--- config.mk ---
export PLATFORM = sky130hd
export DESIGN_NAME = pad_input_cond
export DESIGN_NICKNAME = d
export VERILOG_FILES = /design/src/rtl/pad_input_cond.sv
export SDC_FILE = /design/constraint.sdc
export NUM_CORES = 1
export LEC_CHECK = 0
export CAP_MARGIN = 20
export CORE_MARGIN = 1.5
export CORE_UTILIZATION = 35
export DETAILED_ROUTE_END_ITERATION = 10
export GPL_TIMING_DRIVEN = 0
export SLEW_MARGIN = 15
export SYNTH_ARGS = -nofsm -noshare
export SYNTH_HDL_FRONTEND = slang
export SYNTH_SLANG_ARGS = --single-unit
--- constraint.sdc ---
create_clock -name clk -period 5.7 [get_ports clk]
set_input_delay 1.14 -clock clk [delete_from_list [all_inputs] [get_ports clk]]
set_output_delay 1.14 -clock clk [all_outputs]
set_load 0.005 [all_outputs]
--- src/rtl/pad_input_cond.sv ---
// pad_input_cond: input-side conditioning for the IO pad ring.
// Each pad is synchronised into the core clock domain and presented raw on
// fn_i. A per-pin optionally debounced copy is registered onto gpio_i, and
// sticky rising/falling edge flags derived from gpio_i drive irq_pending/irq.
module pad_input_cond #(
    parameter int unsigned WIDTH       = 20,
    parameter int unsigned SYNC_STAGES = 2,
    parameter int unsigned DB_TICKS    = 4,
    parameter int unsigned DIV_W       = 16
) (
    input  logic             clk,
    input  logic             rst,
    input  logic [WIDTH-1:0] pad_i,
    input  logic [WIDTH-1:0] debounce_en,
    input  logic [DIV_W-1:0] debounce_div,
    input  logic [WIDTH-1:0] irq_rise_en,
    input  logic [WIDTH-1:0] irq_fall_en,
    input  logic [WIDTH-1:0] irq_clr,
    output logic [WIDTH-1:0] fn_i,
    output logic [WIDTH-1:0] gpio_i,
    output logic [WIDTH-1:0] irq_pending,
    output logic             irq
);

    // Debounce counter only has to reach DB_TICKS-1 before it is reloaded.
    localparam int unsigned DCW = $clog2(DB_TICKS + 1);
    localparam logic [DCW-1:0] DC_LAST = DCW'(DB_TICKS - 1);

    // Synchroniser chain, stage 0 samples the pad.
    logic [WIDTH-1:0] sync_q [SYNC_STAGES];
    logic [WIDTH-1:0] s;

    // Shared debounce prescaler.
    logic [DIV_W-1:0] pc_q;
    logic [DIV_W-1:0] pc_d;
    logic             tick;

    // Per-pin debounce state.
    logic [DCW-1:0]   dc_q [WIDTH];
    logic [DCW-1:0]   dc_d [WIDTH];
    logic [WIDTH-1:0] gpio_q;
    logic [WIDTH-1:0] gpio_d;

    // Edge detection and sticky flags.
    logic [WIDTH-1:0] prev_q;
    logic [WIDTH-1:0] rise;
    logic [WIDTH-1:0] fall;
    logic [WIDTH-1:0] pend_q;
    logic [WIDTH-1:0] pend_d;

    // Shift each pad through SYNC_STAGES flops to resolve metastability.
    always_ff @(posedge clk or posedge rst) begin
        if (rst) begin
            for (int unsigned i = 0; i < SYNC_STAGES; i++) begin
                sync_q[i] <= '0;
            end
        end else begin
            sync_q[0] <= pad_i;
            for (int unsigned i = 1; i < SYNC_STAGES; i++) begin
                sync_q[i] <= sync_q[i-1];
            end
        end
    end

    assign s = sync_q[SYNC_STAGES-1];

    // Free-running prescaler; >= so lowering the divider below pc ticks at once.
    always_comb begin
        tick = (pc_q >= debounce_div);
        pc_d = tick ? '0 : pc_q + DIV_W'(1);
    end

    // Prescaler register.
    always_ff @(posedge clk or posedge rst) begin
        if (rst) begin
            pc_q <= '0;
        end else begin
            pc_q <= pc_d;
        end
    end

    // Per-pin debounce: any tick seen with s matching gpio restarts the count,
    // so a glitch shorter than DB_TICKS ticks leaves no trace.
    always_comb begin
        gpio_d = gpio_q;
        for (int unsigned i = 0; i < WIDTH; i++) begin
            dc_d[i] = dc_q[i];
            if (!debounce_en[i]) begin
                gpio_d[i] = s[i];
                dc_d[i]   = '0;
            end else if (s[i] == gpio_q[i]) begin
                dc_d[i] = '0;
            end else if (tick) begin
                if (dc_q[i] == DC_LAST) begin
                    gpio_d[i] = s[i];
                    dc_d[i]   = '0;
                end else begin
                    dc_d[i] = dc_q[i] + DCW'(1);
                end
            end
        end
    end

    // Debounce counters and the registered GPIO view.
    always_ff @(posedge clk or posedge rst) begin
        if (rst) begin
            gpio_q <= '0;
            for (int unsigned i = 0; i < WIDTH; i++) begin
                dc_q[i] <= '0;
            end
        end else begin
            gpio_q <= gpio_d;
            for (int unsigned i = 0; i < WIDTH; i++) begin
                dc_q[i] <= dc_d[i];
            end
        end
    end

    // Edge terms and pending update; a set in the same cycle as a clear wins.
    always_comb begin
        rise   = gpio_q & ~prev_q;
        fall   = ~gpio_q & prev_q;
        pend_d = (pend_q & ~irq_clr) | (rise & irq_rise_en) | (fall & irq_fall_en);
    end

    // Previous-value and sticky pending registers.
    always_ff @(posedge clk or posedge rst) begin
        if (rst) begin
            prev_q <= '0;
            pend_q <= '0;
        end else begin
            prev_q <= gpio_q;
            pend_q <= pend_d;
        end
    end

    assign fn_i        = s;
    assign gpio_i      = gpio_q;
    assign irq_pending = pend_q;
    assign irq         = |pend_q;

endmodule

==> out/results.ini <==
[timing]
slew_violations=0
tns_ns=0
post-route-min-period_ns=3.54
finClkSkew_ns=0.0113
tightest_slew_ns=0.779
grt_setup_unrepaired=no
relSlewSlack=0.479
hold_viol_final=0
fmax_mhz=282
setup_viol=0
fin_crit_sh=0.621

[critical_path]
setup.worst_path.class=reg -> out
path_buf_inv=1
crit_arrival_ns=2.40
critical_path.slowest_cell=nor4_1
crit_required_ns=4.56
crit_path_cell_trace=nor4_1 > and3_1 > nand3_1 > clkdlybuf4s50_1
max_stage_delay_ns=0.62
crit_fanout=3
path_delay_family=simple AND/OR/NAND/NOR gates
crit_path_end_kind=output pin
startpoint_type=flop

[cts]
clk_path_buf_depth=2
cts_resized=0
cts-buffers-inserted=17
cts.htree.levels=4
cts_tree=built
clk_pin_slew_ns=0.07
cts_hold_buf=0
cts-root-buf=clkbuf_16
clock_sinks=176
insertion_delay_ns=0.43
cts_setup_buffers=0

[placed_design]
dp.cells=1303
io_buffers=178
gp_congestion=0.738
post_dp_cell_area_um2=10700
dp_hpwl_um=14800

[run]
maxCapViolations=0

[layout]
antenna_cells=0
drive_above_1_share=0.0659
nNetsFinal=1158
fin_util=0.480
area_growth_pct=34.8
final_area_um2=11300
finalNonFillerCells=1335
fillerInstances=2184

[global_route]
grt_overflow_total=0
grt_pass1_wl_um=33100
grt_max_degree=35
antenna_found_initial=0
first_global_vias=6181
track_usage=0.174

[route]
drtIter0Drc=305
wl_per_cell_um=15.3
drc=0
vias_per_cell=4.74
num_vias=6322
firstDrtPassIters=4
routed_wl_um=20400
ant_nets=0

[synth]
synth_top_family_by_area=simple AND/OR/NAND/NOR gates
yosys.area.top_type=dfrtp_1
synth_mux_area_frac=0.0479
synth_fa_ha_area_frac=0.0554
syn_avg_cell_area_um2=10.4
netlist_instances=801
synthSimpleGateAreaFrac=0.152
ys_seq_area_frac=0.527
synth_fp_nets=956
yosys-top-cells-area=dfrtp_1, ha_1, nand2_1, mux2i_1, nand3b_1
yosys_register_bits=176
synth-xor-area-share=0.0356
yosysWarnings=0
syn_area_um2=8360
synth_compound_area_frac=0.115
yosysTopAreaCellShare=0.527
ys_types=35

[worst_hold_path]
hold_path_class=reg -> reg

[floorplanning]
die_w_um=158
ios=179
die_y_um=158
die-area_um2=24800
num_rows=56
core_area_um2=23500
initial_utilization=0.356

[power]
p_leak_uw=0.00524
power_density_nw_per_um2=294
peakVddDrop_mv=0.200
power.total_uw=3310

[status]
outcome=complete, no violations

## logic make-up (layout without fill, tap and decap cells)
family	count (synthesis)	after routing
buf+inv	121	336
fa+ha+maj	37	37
simple gates	260	260
compound gates	133	133
flops	176	176
xor+xnor	34	34
mux	40	40
## layout by cell type, fill, tap and decap left out, types with 2 or more instances in the layout
master           synthesis  routed
ha_1                    37      37
nand3_1                 22      22
xnor2_1                 24      24
o21ai_0                  3       3
nand2b_1                20      20
buf_6                    4       4
bufinv_16                0       3
a31oi_1                 22      22
and3_1                   5       5
nand3b_1                39      39
a21boi_0                20      20
clkbuf_8                 0       2
nor2_1                  39      39
xor2_1                  10      10
o221ai_1                19      19
o41ai_1                 20      20
nand2_1                113     113
nor2b_1                  2       2
dfrtp_1                176     176
clkdlybuf4s50_1          0     178
clkinv_4                 0       4
nand4_1                  6       6
buf_2                    4       4
and2_1                   5       5
clkbuf_16                0      17
mux2i_1                 40      40
nor4_1                   5       5
clkbuf_1                16      16
buf_12                   0       4
clkinv_2                 0       3
a21oi_1                 24      24
inv_1                   77      76
and4_1                   2       2
o31ai_1                 20      20
clkinvlp_4               0       4
buf_4                   20      20
## metrics by stage
step                setup WS [ns]  hold slack, ns
floorplan                    2.31           0.331
global placement            0.686           0.332
detailed placement           1.79           0.335
CTS                          1.99           0.350
global route                 1.95           0.356
finish                       2.16           0.349
## cell type report
class / count / area (µm²) / share of cell area
Multi-Input combinational cell: 504 / 3390 / 0.301
Clock buffer: 19 / 453 / 0.0402
Tap cell: 319 / 399 / 0.0354
Timing Repair Buffer: 183 / 1890 / 0.168
Sequential cell: 176 / 4400 / 0.391
Clock inverter: 13 / 163 / 0.0144
Inverter: 77 / 293 / 0.0260
Buffer: 44 / 275 / 0.0244
## power breakdown
part | switching, µW | internal (µW) | leakage (µW)
combinational | 275 | 341 | 0.00267
clock | 502 | 713 | 0.000295
sequential | 118 | 1360 | 0.00228
total | 895 | 2420 | 0.00524
## cell usage after synthesis
cell type  number
a21boi_0       20
a21o_1          1
a21oi_1        24
a31oi_1        22
and2_1          5
and3_1          5
and4_1          2
buf_2           4
buf_4          20
buf_6           4
clkbuf_1       16
dfrtp_1       176
ha_1           37
inv_1          77
mux2i_1        40
nand2_1       113
nand2b_1       20
nand3_1        22
nand3b_1       39
nand4_1         6
nor2_1         39
nor2b_1         2
nor3_1          1
nor4_1          5
o211a_1         1
o21ai_0         3
o21ba_2         1
o221ai_1       19
o311a_1         1
o311ai_1        1
o31ai_1        20
o41ai_1        20
or3_1           1
xnor2_1        24
xor2_1         10
## worst paths after layout
check,end,start,slack [ns],depth (start not counted)
max,irq,irq_pending[11],2.16,4
min,fn_i[8],sync_q[28],0.35,0
max reg2reg,gpio_i[10],pc_q[1],3.02,7
min reg2reg,fn_i[8],sync_q[28],0.35,0
max in group asynchronous,gpio_i[3],rst,3.68,4
min in group asynchronous,prev_q[11],rst,1.19,2
## sequential cells by signal, summed over array words and instances, names as in the netlist
register,cells
dc_q,60
fn_i,20
gpio_i,20
irq_pending,20
prev_q,20
sync_q,20
pc_q,16
## metal layers
layer / vias to the layer above / global-route usage / share of wire
met5: - / 0 / 0
met4: 0 / 0.0544 / 0.0094
li1: 3163 / - / -
met3: 12 / 0.0317 / 0.033
met1: 3037 / 0.244 / 0.48
met2: 110 / 0.271 / 0.48
Note: power is estimated with default switching activity, not from simulation.
